$ cat config.mk
export PLATFORM = sky130hd
export DESIGN_NAME = slice_scheduler
export DESIGN_NICKNAME = d
export VERILOG_FILES = /design/src/rtl/slice_scheduler_pkg.sv /design/src/rtl/slice_scheduler_hall_edge_detector.sv /design/src/rtl/slice_scheduler.sv
export SDC_FILE = /design/constraint.sdc
export NUM_CORES = 1
export LEC_CHECK = 0
export CAP_MARGIN = 20
export CORE_MARGIN = 3
export CORE_UTILIZATION = 50
export CTS_CLUSTER_DIAMETER = 80
export CTS_CLUSTER_SIZE = 8
export DETAILED_ROUTE_END_ITERATION = 8
export PLACE_DENSITY = 0.76
export SETUP_SLACK_MARGIN = 0.5
export SYNTH_ARGS = -nofsm -noshare
export SYNTH_HDL_FRONTEND = slang
export SYNTH_HIERARCHICAL = 1
export SYNTH_SLANG_ARGS = --single-unit
$ cat constraint.sdc
create_clock -name clk -period 9.44 [get_ports clk]
set_input_delay 2.36 -clock clk [delete_from_list [all_inputs] [get_ports clk]]
set_output_delay 2.36 -clock clk [all_outputs]
set_load 0.01 [all_outputs]
$ cat src/rtl/slice_scheduler_pkg.sv
// Shared types and constants for the slice scheduler.
package slice_scheduler_pkg;

    typedef enum logic [1:0] {
        IDLE,
        ACQUIRE,
        LOCKED
    } state_t;

    localparam int OVERRUN_W = 16;

    function automatic int SLICE_IDX_W(input int nb_slices);
        return $clog2(nb_slices);
    endfunction

endpackage

$ cat src/rtl/slice_scheduler_hall_edge_detector.sv
// Two-flop synchroniser for the raw hall input followed by a registered rising-edge detector.
module hall_edge_detector (
    input  logic clk,
    input  logic nrst,
    input  logic hall_sensor,
    output logic hall_rise
);

    logic sync_meta;
    logic sync_stable;
    logic sync_prev;

    always_ff @(posedge clk or negedge nrst) begin
        if (!nrst) begin
            sync_meta   <= 1'b0;
            sync_stable <= 1'b0;
            sync_prev   <= 1'b0;
            hall_rise   <= 1'b0;
        end else begin
            sync_meta   <= hall_sensor;
            sync_stable <= sync_meta;
            sync_prev   <= sync_stable;
            hall_rise   <= sync_stable & ~sync_prev;
        end
    end

endmodule

$ cat src/rtl/slice_scheduler.sv
// Splits each measured rotor revolution into NB_SLICES position_sync pulses using an error accumulator.
// Optional macro SLICE_SCHEDULER_PHASE_OFFSET_EN adds a per-revolution phase_offset applied to slice_index.
module slice_scheduler
    import slice_scheduler_pkg::*;
#(
    parameter int NB_SLICES  = 128,
    parameter int PERIOD_W   = 24,
    parameter int MIN_PERIOD = 1024,
    parameter int MAX_PERIOD = 2**24 - 1
) (
    input  logic                         clk,
    input  logic                         nrst,
    input  logic                         hall_sensor,
    input  logic                         slice_done,
`ifdef SLICE_SCHEDULER_PHASE_OFFSET_EN
    input  logic [$clog2(NB_SLICES)-1:0] phase_offset,
`endif
    output logic                         position_sync,
    output logic [$clog2(NB_SLICES)-1:0] slice_index,
    output logic                         rotation_locked,
    output logic [PERIOD_W-1:0]          rotation_period,
    output logic [OVERRUN_W-1:0]         overrun_count
);

    localparam int                  IDX_W      = SLICE_IDX_W(NB_SLICES);
    localparam logic [IDX_W-1:0]    LAST_IDX   = IDX_W'(NB_SLICES - 1);
    localparam logic [PERIOD_W-1:0] MIN_P      = PERIOD_W'(MIN_PERIOD);
    localparam logic [PERIOD_W-1:0] MAX_P      = PERIOD_W'(MAX_PERIOD);
    localparam logic [PERIOD_W:0]   SLICE_STEP = (PERIOD_W + 1)'(NB_SLICES);

    state_t              state;
    logic                hall_rise;
    logic                accept;
    logic                timeout;
    logic                to_idle;
    logic [PERIOD_W-1:0] period_cnt;
    logic [PERIOD_W:0]   acc;
    logic [PERIOD_W:0]   acc_next;
    logic [IDX_W-1:0]    idx;
    logic [IDX_W-1:0]    offset;
    logic [IDX_W-1:0]    offset_in;
    logic                busy;

    hall_edge_detector u_edge (
        .clk         (clk),
        .nrst        (nrst),
        .hall_sensor (hall_sensor),
        .hall_rise   (hall_rise)
    );

`ifdef SLICE_SCHEDULER_PHASE_OFFSET_EN
    assign offset_in = phase_offset;
`else
    assign offset_in = '0;
`endif

    assign acc_next    = acc + SLICE_STEP;
    assign accept      = hall_rise && (period_cnt >= MIN_P);
    assign timeout     = (period_cnt == MAX_P);
    assign to_idle     = (state != IDLE) && timeout;
    assign slice_index = idx + offset;

    // Timeout has priority over an edge arriving on the same cycle, so period_cnt never passes MAX_P.
    always_ff @(posedge clk or negedge nrst) begin
        if (!nrst) begin
            state           <= IDLE;
            period_cnt      <= '0;
            acc             <= '0;
            idx             <= '0;
            offset          <= '0;
            position_sync   <= 1'b0;
            rotation_locked <= 1'b0;
            rotation_period <= '0;
        end else begin
            position_sync <= 1'b0;
            case (state)
                IDLE: begin
                    if (hall_rise) begin
                        state      <= ACQUIRE;
                        period_cnt <= PERIOD_W'(1);
                    end
                end
                ACQUIRE, LOCKED: begin
                    if (timeout) begin
                        state           <= IDLE;
                        rotation_locked <= 1'b0;
                        period_cnt      <= '0;
                        acc             <= '0;
                        idx             <= '0;
                        offset          <= '0;
                    end else if (accept) begin
                        state           <= LOCKED;
                        rotation_locked <= 1'b1;
                        rotation_period <= period_cnt;
                        period_cnt      <= PERIOD_W'(1);
                        acc             <= '0;
                        idx             <= '0;
                        offset          <= offset_in;
                        position_sync   <= 1'b1;
                    end else begin
                        period_cnt <= period_cnt + 1'b1;
                        // On the last slice the accumulator is frozen so a slow rotor cannot wrap it.
                        if (state == LOCKED) begin
                            if (acc_next >= {1'b0, rotation_period}) begin
                                if (idx != LAST_IDX) begin
                                    acc           <= acc_next - {1'b0, rotation_period};
                                    idx           <= idx + 1'b1;
                                    position_sync <= 1'b1;
                                end
                            end else begin
                                acc <= acc_next;
                            end
                        end
                    end
                end
                default: state <= IDLE;
            endcase
        end
    end

    // A new slice wins over a simultaneous slice_done, so the driver is still seen as busy.
    always_ff @(posedge clk or negedge nrst) begin
        if (!nrst) begin
            busy          <= 1'b0;
            overrun_count <= '0;
        end else begin
            if (to_idle) begin
                busy <= 1'b0;
            end else if (position_sync) begin
                busy <= 1'b1;
            end else if (slice_done) begin
                busy <= 1'b0;
            end
            if (position_sync && busy && (overrun_count != '1)) begin
                overrun_count <= overrun_count + 1'b1;
            end
        end
    end

endmodule

Word-level counts from Yosys, hierarchy flattened. Index checks and enable logic that the tools add are counted.

Register bits after elaboration: 112.

Add/subtract/negate cells: 6. Order comparisons: 2. Equality and inequality tests: 8. Muxes and demuxes: 31. Bitwise logic cells: 3. Reduce and logical (&&, ||, !) cells: 19.

Operator list (number): 2-to-1 mux 25 bit (5); 2-to-1 mux 24 bit (3); 2-to-1 mux 7 bit (7); one-hot mux 24 bit (2 select lines) (1); adder 25 x 8 -> 25 bit (second input constant) (1); >= comparator 25 x 24 -> 1 bit (1); subtractor 25 x 24 -> 25 bit (1); adder 24 x 1 -> 24 bit (second input constant) (1); == test 24 bit (second input constant) (1); >= comparator 24 x 11 -> 1 bit (second input constant) (1); adder 16 x 1 -> 16 bit (second input constant) (1); inequality test 16 bit (second input constant) (1); nonzero test 3 bit (4); 2-to-1 mux 1 bit (11); adder 7 x 1 -> 7 bit (second input constant) (1); adder 7 bit (1); inequality test 7 bit (second input constant) (1); 2-to-1 mux 2 bit (3); AND reduction 2 bit (3); AND reduction 3 bit (2); nonzero test 2 bit (3); logical AND 1 bit (4); inequality test 4 x 3 -> 1 bit (second input constant) (1); one-hot mux 2 bit (2 select lines) (1); 9 further kinds (10).

Logic depth before layout (Yosys ltp). Gate-level depths: netlist of the first run.

Depth after elaboration: 7. Gate-level depth with buffers: 18. Depth with buffers taken out: 15.

Modules after synthesis. The synthesis of the first run kept the hierarchy.

Modules (own cells, without submodules): slice_scheduler (times used 1, cells each 747, area an instance 6449.9 µm², sequential area each 2527.4 µm²); hall_edge_detector (times used 1, cells each 5, area an instance 113.9 µm², sequential area each 100.1 µm²).

Least setup slack after synthesis of the first run. Ideal clock, no wire load.

Path kind: register to register. Start: reg acc[7]. End: reg idx[5]. Setup time: 0.126 ns. Arrival time: 3.902 ns. Required time: 9.314 ns. Setup slack: 5.412 ns. Stages on the path, launching flop included: 17. Buffers on the path: 2. Period minus slack after synthesis: 4.028 ns. Path through: dfrtp_1 ha_1 nand2_1 or3_1 clkbuf_1 nor2_1 nand3_1 xnor2_1 ha_1 and3_1 nand3_1 o31ai_4 a211oi_4 and3_1 clkbuf_2 or4_4 a311o_1.

Longest elaborated chain between the ends: 4.

RTL lines: start, declared (line slice_scheduler.sv:37) `logic [PERIOD_W:0] acc;`; start signal, assigned (line slice_scheduler.sv:106) `acc <= acc_next - {1'b0, rotation_period};`; start signal, assigned (line slice_scheduler.sv:111) `acc <= acc_next;`; adder 25 x 8 -> 25 bit (line slice_scheduler.sv:57) `assign acc_next = acc + SLICE_STEP;`; >= comparator 25 x 24 -> 1 bit (line slice_scheduler.sv:104) `if (acc_next >= {1'b0, rotation_period}) begin`; nonzero test 3 bit (no source line); AND reduction 4 bit (no source line); end signal, assigned (line slice_scheduler.sv:107) `idx <= idx + 1'b1;`; end, declared (line slice_scheduler.sv:39) `logic [IDX_W-1:0] idx;`.

No other way between the ends. A chain may end at the register's enable or synchronous reset.

Final worst setup path of the first run.
Start: reg acc[7]. End: reg idx[4].

The elaborated chain is that of the path after synthesis.

==> results of run 1 <==
## metal layers
metal / vias up / global-route usage [%]
li1: 2720 / -
met1: 2766 / 33.9
met2: 213 / 36.2
met3: 45 / 3.51
met4: 0 / 11.8
met5: - / 0
## area by class of cell
class,instances,area share [%]
clock buffer,9,2.99
clock inverter,7,1.28
inverter,49,2.44
multi-input combinational,566,48.1
sequential,105,34.9
tap,172,2.86
timing repair buffer,57,7.35
## cells by family after synthesis
| group | share of synthesized area [%] |
|---|---|
| AND/OR/NAND/NOR | 21.1 |
| AO/OA/AOI/OAI | 17.8 |
| flip-flops | 40.0 |
| buffers and inverters | 4.82 |
| XOR/XNOR | 9.34 |
| adder cells (fa/ha/maj) | 6.21 |
| multiplexers | 0.648 |
## path summary, 6_finish.rpt
path / depth (start not counted) / slack (ns) / end / from
hold reg to reg: 0 / 0.35 / u_edge/sync_stable / u_edge/sync_meta
setup / recovery: 14 / 4.25 / idx[4] / acc[7]
max in group asynchronous: 2 / 6.25 / period_cnt[4] / nrst
min in group asynchronous: 1 / 2.02 / rotation_period[11] / nrst
setup reg to reg: 14 / 4.25 / idx[4] / acc[7]
hold / removal: 0 / 0.35 / u_edge/sync_stable / u_edge/sync_meta
## synth_stat cells (4+ instances only)
| cell type | number |
|---|---|
| sky130_fd_sc_hd__dfrtp_1 | 105 |
| sky130_fd_sc_hd__nand2_1 | 82 |
| sky130_fd_sc_hd__nor2_1 | 67 |
| sky130_fd_sc_hd__o21ai_0 | 62 |
| sky130_fd_sc_hd__inv_1 | 49 |
| sky130_fd_sc_hd__a21oi_1 | 47 |
| sky130_fd_sc_hd__nand3_1 | 36 |
| sky130_fd_sc_hd__xnor2_1 | 35 |
| sky130_fd_sc_hd__xor2_1 | 35 |
| sky130_fd_sc_hd__ha_1 | 31 |
| sky130_fd_sc_hd__clkbuf_1 | 24 |
| sky130_fd_sc_hd__nand4_1 | 16 |
| sky130_fd_sc_hd__a31oi_1 | 11 |
| sky130_fd_sc_hd__and3_1 | 10 |
| sky130_fd_sc_hd__nor3_1 | 10 |
| sky130_fd_sc_hd__a21o_1 | 9 |
| sky130_fd_sc_hd__and4_1 | 9 |
| sky130_fd_sc_hd__o31ai_1 | 9 |
| sky130_fd_sc_hd__nor2b_1 | 7 |
| sky130_fd_sc_hd__nor4_1 | 7 |
| sky130_fd_sc_hd__o22ai_1 | 5 |
| sky130_fd_sc_hd__and2_1 | 4 |
| sky130_fd_sc_hd__buf_2 | 4 |
| sky130_fd_sc_hd__nand2b_1 | 4 |
| sky130_fd_sc_hd__or2_2 | 4 |
| sky130_fd_sc_hd__or3_1 | 4 |
## critical path: cells and delay by family, from the launching register on
kind                     cells  cell delay, ns
adder cells (fa/ha/maj)      2            0.65
AO/OA/AOI/OAI                6            2.10
XOR/XNOR                     1            0.24
flip-flops                   1            0.47
buffers and inverters        1            0.15
AND/OR/NAND/NOR              4            1.51
## registers in the layout, summed over array words and instances, names as in the netlist
register	cells
busy	1
state	2
position_sync	1
idx	7
acc	25
u_edge/sync_prev	1
period_cnt	24
u_edge/sync_meta	1
overrun_count	16
u_edge/hall_rise	1
u_edge/sync_stable	1
rotation_period	24
rotation_locked	1
## per-stage QoR
step / total power, mW / setup WS, ns
final: 0.960 / 4.25
after global routing: 0.999 / 3.81
after CTS: 0.966 / 4.38
after detailed placement: 0.562 / 4.39
after global placement: 0.558 / 4.66
after floorplan: 0.531 / 5.41
## power by group through the flow
stage               clock network [mW]  registers, mW  logic (mW)
floorplan                            0          0.477      0.0539
detailed placement                   0          0.482      0.0804
finish                           0.407          0.473      0.0802
CTS                              0.413          0.473      0.0806
global placement                     0          0.481      0.0774
global route                     0.433          0.474      0.0913
==> results.txt, run 1 <==
----------------------------------------------------
[Power and ir drop]
  Comb power frac ... 8.3%
  Share of power burned in the clock network ... 42.3%
  Pwr per Cell Area ... 128 mW/mm^2
  Power share of the sequential group ... 49.3%
  Maximum VDD drop ... 0.0862 mV
  Switching share of power ... 27.4%
  Leak pwr ... 3.39 nW
  Design internal power ... 697 uW
  Switching power summed over all nets ... 263 uW

[Clocking]
  Cts hold-fix bufs ... 0
  Library cell used as clock root buffer ... sky130_fd_sc_hd__clkbuf_16
  Inserted Clock Buffers ... 9
  Number of gates resized after CTS ... 0
  Clk Latency, worst-skew pair ... 0.36 ns
  Clock tree from TritonCTS ... yes
  Clock transition at path regs ... 0.08 ns
  Setup Fix Bufs, Post-CTS ... 0
  Maximum clock path buffer count ... 2
  Sink Count ... 105
  Htree depth ... 3

[Timing]
  Pin slew with the least headroom to its limit ... 0.908 ns
  Final setup TNS ... 0 ns
  Max frequency ... 193 MHz
  Final setup violation count ... 0
  Min cycle time layout ... 5.19 ns
  Max-slew violation total from the final report ... 0
  Count of endpoints failing hold in the final timing report ... 0
  Worst hold margin ... 0.354 ns
  RSZ-0062 raised after global routing ... no
  Max-slew headroom ... 39.0%
  Final critical-path share of the clock period ... 55.0%
  Setup Skew ... 0.00947 ns

[Floorplan]
  Number of ports placed on the die boundary ... 53
  Die area ... 0.0145 sq mm
  Effective utilization at floorplan ... 51.6%
  DIE HEIGHT ... 121 um
  Number of rows created at floorplan ... 41
  DIE WIDTH ... 121 um
  Core region area ... 0.0127 sq mm

[Drt]
  Total via count in the routed design ... 5744
  Drt initial violations ... 492
  Post-Route M1 WL ... 7.63 mm
  Total met2 wirelength after detailed routing ... 7.38 mm
  Length of the first detailed-routing pass in iterations ... 6
  Met3 WL post-DR ... 1.04 mm
  Routed via count divided by cell count ... 5.95
  Total wire length ... 16.8 mm
  DRC violations left ... 0
  Top layer used by detailed routing ... met4
  Per-cell routed wire length ... 17.4 um
  Remaining number of nets flagged by the antenna check after routing ... 0

[Synth]
  Proportion of synthesized flip-flops having asynchronous set or reset ... 100%
  Ranking of synthesized cells by area ... sky130_fd_sc_hd__dfrtp_1 40%, sky130_fd_sc_hd__ha_1 5.9%, sky130_fd_sc_hd__o21ai_0 4.7%
  Primary flip-flop cell chosen by synthesis mapping ... sky130_fd_sc_hd__dfrtp_1
  Syn Std Cell Area ... 0.00656 sq mm
  Syn_area_per_cell ... 8.73 sq um
  #FFs+latches synth ... 105
  Register area share after synthesis ... 40.0%
  Number of enable flip-flop cells after synthesis ... 0
  Synthesized netlist net count ... 788
  Library cell with the largest summed area after synthesis ... sky130_fd_sc_hd__dfrtp_1
  Count of synthesis-stage warnings from yosys ... 6
  Area share of the largest cell type after synthesis ... 40.0%
  Synthesized instance count ... 752
  Cell variety after synth ... 74

[Final layout]
  Number of filler instances in the final layout ... 1144
  Most common library cell in the layout ignoring fill and taps ... sky130_fd_sc_hd__dfrtp_1
  Final std cells w/o fill ... 965
  Layout cell share with drive strength beyond 1 ... 5.30%
  Final core occ ... 59.1%
  Ant. Diodes ... 0
  Storage element area ... 0.00263 sq mm
  Count of nets after finishing ... 824
  Footprint of the multi-input gates ... 0.00362 sq mm
  Layout Cell Area excl Fill ... 0.00752 sq mm
  Most frequent cells in the layout ... 105 x sky130_fd_sc_hd__dfrtp_1, 82 x sky130_fd_sc_hd__nand2_1, 66 x sky130_fd_sc_hd__nor2_1, 62 x sky130_fd_sc_hd__o21ai_0, 51 x sky130_fd_sc_hd__clkdlybuf4s50_1
  Synthesis-to-finish area growth ... 14.6%

[GRT]
  Antenna violations before repair ... 0
  Gr ovfl total ... 0
  Vias in the first global route ... 5423
  Largest net degree at the start of global routing ... 59
  Wire length of the first global-routing pass ... 27.7 mm
  Total global-route track usage ... 24.0%

[Critical path]
  Classification of the worst setup path ... flip-flop to flip-flop
  List of cells traversed by the critical path ... ha_1 > nand2_1 > or3_1 > nor2_1 > xor2_1 > ha_1 > inv_1 > o21ai_0 > a21o_1 > o21ai_0 > nand3_1 > a21boi_1 > a31oi_1 > a31oi_1
  Worst EP required ... 9.73 ns
  Setup crit start kind ... flip-flop
  Cell at the slowest stage of the critical path ... sky130_fd_sc_hd__a21boi_1
  Arrival time at the worst endpoint ... 5.47 ns
  Max Fanout on Critical Path ... 22
  Critical Path Sink Type ... flip-flop
  Max stage delay on crit path ... 0.89 ns

[Placement]
  Detailed placement HPWL ... 12.5 mm
  Number of cells in the design after placement ... 947
  Routability congestion estimate from global placement ... 0.904
  Total of buffers placed on input and output ports ... 52
  Total cell area at the placement stage ... 0.00719 sq mm

[Hold path]
  Path category of the worst min-delay check ... flip-flop to flip-flop

[Job]
  Max-cap violations ... 0

[Outcome]
  Outcome ... finished, final reports clean

----------------------------------------------------
Note: power is estimated with default switching activity, not from simulation.
==> run 2, diff against run 1 <==
- clock period: 9.44 -> 5.42 ns (I/O delays scaled with it)
==> results.txt, run 2 (same netlist as run 1, synthesis figures left out) <==
----------------------------------------------------
[Outcome]
  Outcome ... finished, final reports clean

[Timing]
  Final critical-path share of the clock period ... 86.6%
  Final worst setup slack ... 0.727 ns
  Worst hold margin ... 0.354 ns
  Max-slew headroom ... 33.1%
  Final setup violation count ... 0
  Setup Skew ... 0.0103 ns
  Min cycle time layout ... 4.69 ns
  Max frequency ... 213 MHz
  Max-slew violation total from the final report ... 0
  Pin slew with the least headroom to its limit ... 1.00 ns
  Final setup TNS ... 0 ns
  RSZ-0062 raised after global routing ... yes
  Count of endpoints failing hold in the final timing report ... 0

[Placement]
  Placement Setup Slack ... 0.806 ns
  Routability congestion estimate from global placement ... 1.04
  Detailed placement HPWL ... 12.7 mm
  Total of buffers placed on input and output ports ... 52
  Total cell area at the placement stage ... 0.00722 sq mm

[Final layout]
  Final core occ ... 59.2%
  Flip-flop count of the largest register after layout ... 25
  Register with the most flip-flops ... acc
  Most frequent cells in the layout ... 105 x sky130_fd_sc_hd__dfrtp_1, 82 x sky130_fd_sc_hd__nand2_1, 66 x sky130_fd_sc_hd__nor2_1, 62 x sky130_fd_sc_hd__o21ai_0, 51 x sky130_fd_sc_hd__clkdlybuf4s50_1
  Ant. Diodes ... 0
  Regs by FF count ... acc x25, period_cnt x24, rotation_period x24
  Synthesis-to-finish area growth ... 14.8%
  Layout Cell Area excl Fill ... 0.00754 sq mm
  Most common library cell in the layout ignoring fill and taps ... sky130_fd_sc_hd__dfrtp_1
  Count of nets after finishing ... 826
  Layout cell share with drive strength beyond 1 ... 5.53%

[Critical path]
  Setup crit start kind ... flip-flop
  Max Fanout on Critical Path ... 9
  Register-to-Register Setup Slack ... 0.73 ns
  Classification of the worst setup path ... flip-flop to flip-flop
  Arrival time at the worst endpoint ... 4.97 ns
  Worst EP required ... 5.69 ns
  Critical Path Sink Type ... flip-flop

[Clocking]
  Htree depth ... 3
  Maximum clock path buffer count ... 2
  Clock tree from TritonCTS ... yes
  Clk Latency, worst-skew pair ... 0.36 ns
  Cts hold-fix bufs ... 0
  Clock transition at path regs ... 0.08 ns
  Inserted Clock Buffers ... 9
  Library cell used as clock root buffer ... sky130_fd_sc_hd__clkbuf_16
  Sink Count ... 105

[GRT]
  Largest net degree at the start of global routing ... 79
  Vias in the first global route ... 5584
  Gr ovfl total ... 0
  Total global-route track usage ... 24.4%
  Wire length of the first global-routing pass ... 28.5 mm
  Antenna violations before repair ... 0

[Floorplan]
  Core region area ... 0.0127 sq mm
  Number of ports placed on the die boundary ... 53
  Die area ... 0.0145 sq mm
  Number of rows created at floorplan ... 41
  Effective utilization at floorplan ... 51.6%
  DIE HEIGHT ... 121 um
  DIE WIDTH ... 121 um

[Drt]
  Total wire length ... 17.1 mm
  Routed via count divided by cell count ... 5.96
  Per-cell routed wire length ... 17.7 um
  DRC violations left ... 0
  Drt initial violations ... 565
  Total via count in the routed design ... 5762
  Remaining number of nets flagged by the antenna check after routing ... 0
  Length of the first detailed-routing pass in iterations ... 5

[Power and ir drop]
  Leak pwr ... 3.40 nW
  Maximum VDD drop ... 0.180 mV
  Pwr per Cell Area ... 220 mW/mm^2

[Job]
  Max-cap violations ... 0

[Hold path]
  Path category of the worst min-delay check ... flip-flop to flip-flop

----------------------------------------------------
-- run 2: cell count changes in the layout (fill, tap and decap cells not counted), sizes merged --
cell / change
clkbuf: +1
buf: +2
clkinvlp: -1
-- run 2: path summary, 6_finish.rpt --
check	start	end	cells after the start
hold / removal	u_edge/sync_meta	u_edge/sync_stable	0
max in group asynchronous	nrst	state[1]	2
hold reg to reg	u_edge/sync_meta	u_edge/sync_stable	0
setup reg to reg	acc[7]	idx[4]	14
min in group asynchronous	nrst	rotation_period[11]	1
setup / recovery	acc[7]	idx[4]	14
-- run 2: worst max-delay path: stages (launching register included) --
cell and delay [ns]:
sky130_fd_sc_hd__dfrtp_1 0.46, sky130_fd_sc_hd__ha_1 0.34, sky130_fd_sc_hd__nand2_1 0.18, sky130_fd_sc_hd__or3_1 0.43
sky130_fd_sc_hd__nor2_1 0.18, sky130_fd_sc_hd__xor2_1 0.22, sky130_fd_sc_hd__ha_1 0.33, sky130_fd_sc_hd__inv_1 0.14
sky130_fd_sc_hd__o21ai_0 0.13, sky130_fd_sc_hd__a21o_1 0.23, sky130_fd_sc_hd__o21ai_0 0.55, sky130_fd_sc_hd__nand3_1 0.39
sky130_fd_sc_hd__a21boi_1 0.70, sky130_fd_sc_hd__a31oi_1 0.18, sky130_fd_sc_hd__a31oi_1 0.16
-- run 2: stage by stage --
step                      std cells  power (mW)
after floorplan                 752       0.924
after global placement          950       0.971
after detailed placement        951       0.977
after CTS                       967        1.66
after global routing            967        1.72
final                           967        1.66
-- run 2: area by class of cell --
type                    instances  area [sq um]
well taps                     172           215
multi-input cells             566          3630
clock inverters                 6          83.8
repair buffers                 59           571
clock buffers                  10           229
inverters                      49           184
flip-flops and latches        105          2630
fillers                      1117          5190
-- run 2: routing by layer --
layer  up-vias  global-route usage, %  wire [um]
met4         0                   9.56        494
met3        35                   4.16       1220
li1       2727                      -          -
met2       228                   37.7       7820
met1      2772                   34.5       7590
met5         -                      0          0
-- run 2: report_power, final --
part,switching (mW),internal [mW]
clock network,0.322,0.371
registers,0.0232,0.799
logic,0.0986,0.0420
-- run 2: timing repair --
item,CTS,global route
gates resized for setup,0,1
setup endpoints to repair,0,17
setup buffers,0,0
==> run 3, diff against run 2 <==
- GPL_TIMING_DRIVEN: not set -> 0
==> results.txt, run 3 (same netlist as run 1, synthesis figures left out) <==
----------------------------------------------------
[Final layout]
  Most common library cell in the layout ignoring fill and taps ... sky130_fd_sc_hd__dfrtp_1
  Synthesis-to-finish area growth ... 16.3%
  Storage element area ... 0.00263 sq mm
  Layout cell share with drive strength beyond 1 ... 6.58%
  Layout Cell Area excl Fill ... 0.00763 sq mm
  Register with the most flip-flops ... acc
  Final std cells w/o fill ... 993
  Count of nets after finishing ... 852
  Flip-flop count of the largest register after layout ... 25
  Footprint of the multi-input gates ... 0.00364 sq mm
  Most frequent cells in the layout ... 105 x sky130_fd_sc_hd__dfrtp_1, 82 x sky130_fd_sc_hd__nand2_1, 65 x sky130_fd_sc_hd__nor2_1, 62 x sky130_fd_sc_hd__o21ai_0, 51 x sky130_fd_sc_hd__clkdlybuf4s50_1
  Regs by FF count ... acc x25, period_cnt x24, rotation_period x24
  Number of filler instances in the final layout ... 1121
  Ant. Diodes ... 0

[Clocking]
  Clk Latency, worst-skew pair ... 0.36 ns
  Library cell used as clock root buffer ... sky130_fd_sc_hd__clkbuf_16
  Inserted Clock Buffers ... 9
  Sink Count ... 105
  Clock transition at path regs ... 0.07 ns
  Htree depth ... 3
  Maximum clock path buffer count ... 2
  Clock tree from TritonCTS ... yes
  Setup Fix Bufs, Post-CTS ... 0

[Timing]
  Worst hold margin ... 0.360 ns
  Max-slew headroom ... 50.5%
  Pin slew with the least headroom to its limit ... 0.738 ns
  Count of endpoints failing hold in the final timing report ... 0
  Final setup violation count ... 0
  Max-slew violation total from the final report ... 0
  Min cycle time layout ... 4.69 ns
  Max frequency ... 213 MHz
  Setup Skew ... 0.00846 ns
  RSZ-0062 raised after global routing ... yes
  Final critical-path share of the clock period ... 86.6%

[GRT]
  Total global-route track usage ... 24.8%
  Antenna violations before repair ... 0
  Wire length of the first global-routing pass ... 28.8 mm
  Vias in the first global route ... 5596
  Largest net degree at the start of global routing ... 56
  Gr ovfl total ... 0

[Job]
  Max-cap violations ... 0

[Hold path]
  Path category of the worst min-delay check ... flip-flop to flip-flop
  Terminating pin of the worst hold path ... u_edge/sync_stable
  Number of instances on the worst hold path ... 0
  Worst Min Path Start ... u_edge/sync_meta

[Placement]
  Total cell area at the placement stage ... 0.00732 sq mm
  Total of buffers placed on input and output ports ... 52
  Number of cells in the design after placement ... 977
  Routability congestion estimate from global placement ... 0.994
  Detailed placement HPWL ... 13.0 mm

[Power and ir drop]
  Maximum VDD drop ... 0.141 mV
  Leak pwr ... 3.44 nW
  Pwr per Cell Area ... 210 mW/mm^2

[Critical path]
  Register-to-Register Setup Slack ... 0.73 ns
  Arrival time at the worst endpoint ... 4.94 ns
  List of cells traversed by the critical path ... ha_1 > nand2_1 > or3_1 > clkbuf_1 > nor2_2 > nand3_1 > xnor2_1 > ha_1 > and3_1 > nand3_1 > o31ai_4 > a211oi_4 > a31oi_1 > o21ai_2 > clkbuf_2 > a32o_1
  Classification of the worst setup path ... flip-flop to flip-flop
  Worst path buffer plus inverter count ... 2
  Total stage count of the critical path ... 16
  Max stage delay on crit path ... 0.56 ns
  Cell at the slowest stage of the critical path ... sky130_fd_sc_hd__a31oi_1
  Worst EP required ... 5.67 ns
  Crit path max-delay family ... compound AO/OA/AOI/OAI gates
  Worst R2R Path Depth ... 16
  Setup crit start kind ... flip-flop
  FF-to-FF End ... idx[1]
  Startpoint of the worst-slack reg-to-reg timing path ... acc[7]
  Critical Path Sink Type ... flip-flop
  Max Fanout on Critical Path ... 10

[Floorplan]
  Number of ports placed on the die boundary ... 53
  Core region area ... 0.0127 sq mm
  Number of rows created at floorplan ... 41
  DIE WIDTH ... 121 um
  Die area ... 0.0145 sq mm
  DIE HEIGHT ... 121 um
  Effective utilization at floorplan ... 51.6%

[Drt]
  DRC violations left ... 0
  Drt initial violations ... 614
  Routed via count divided by cell count ... 5.93
  Per-cell routed wire length ... 17.4 um
  Length of the first detailed-routing pass in iterations ... 5
  Total via count in the routed design ... 5887
  Remaining number of nets flagged by the antenna check after routing ... 0
  Total wire length ... 17.3 mm

[Outcome]
  Outcome ... finished, final reports clean

----------------------------------------------------
## run 3: metrics by stage
stage / power (mW) / setup WS (ns) / TNS, ns / utilization [%]
after global routing: 1.67 / 0.443 / 0 / 60.0
after floorplan: 0.924 / 1.39 / 0 / -
after global placement: 0.976 / -0.990 / -103.40 / 57.4
after CTS: 1.61 / 0.546 / 0 / 59.8
after detailed placement: 0.979 / 0.554 / 0 / 57.6
final: 1.60 / 0.729 / 0 / 60.0
## run 3: cell type report
class                   instances  share of cell area [%]
clock inverters                 4                   0.443
clock buffers                  12                    3.23
flip-flops and latches        105                    34.4
multi-input cells             566                    47.7
inverters                      49                    2.41
repair buffers                 53                    7.15
well taps                     172                    2.82
plain buffers                  32                    1.84
## run 3: report_power, final
group	switching [mW]	total, mW	internal (mW)
Clock	0.306	0.636	0.330
Combinational	0.101	0.144	0.0429
Sequential	0.0224	0.822	0.799
Total	0.430	1.60	1.17
## run 3: per-layer routing
layer / share of wire (%) / wire length [um] / global-route usage, % / up-vias
li1: - / - / - / 2785
met1: 45 / 7800 / 35.9 / 2824
met2: 44 / 7550 / 37.2 / 237
met3: 7.5 / 1300 / 4.72 / 41
met4: 3.6 / 614 / 9.49 / 0
met5: 0 / 0 / 0 / -
## run 3: worst register-to-register path, cell delays in order (launching register included)
cell,delay (ns)
sky130_fd_sc_hd__dfrtp_1,0.49
sky130_fd_sc_hd__ha_1,0.37
sky130_fd_sc_hd__nand2_1,0.18
sky130_fd_sc_hd__or3_1,0.33
sky130_fd_sc_hd__clkbuf_1,0.19
sky130_fd_sc_hd__nor2_2,0.25
sky130_fd_sc_hd__nand3_1,0.12
sky130_fd_sc_hd__xnor2_1,0.16
sky130_fd_sc_hd__ha_1,0.37
sky130_fd_sc_hd__and3_1,0.26
sky130_fd_sc_hd__nand3_1,0.20
sky130_fd_sc_hd__o31ai_4,0.32
sky130_fd_sc_hd__a211oi_4,0.08
sky130_fd_sc_hd__a31oi_1,0.56
sky130_fd_sc_hd__o21ai_2,0.24
sky130_fd_sc_hd__clkbuf_2,0.24
sky130_fd_sc_hd__a32o_1,0.23
## run 3: worst max-delay path by stage
| stage | end | startpoint |
|---|---|---|
| after floorplan | idx[5] | acc[7] |
| after global placement | period_cnt[3] | nrst |
| after detailed placement | acc[1] | acc[7] |
| after CTS | acc[6] | acc[7] |
| after global routing | acc[9] | acc[7] |
| final | idx[1] | acc[7] |
## run 3: timing repair
| action | 4_1_cts | 5_1_grt |
|---|---|---|
| resized for setup | 0 | 17 |
| hold buffers | 0 | 0 |
| endpoints found under the setup margin | 0 | 31 |
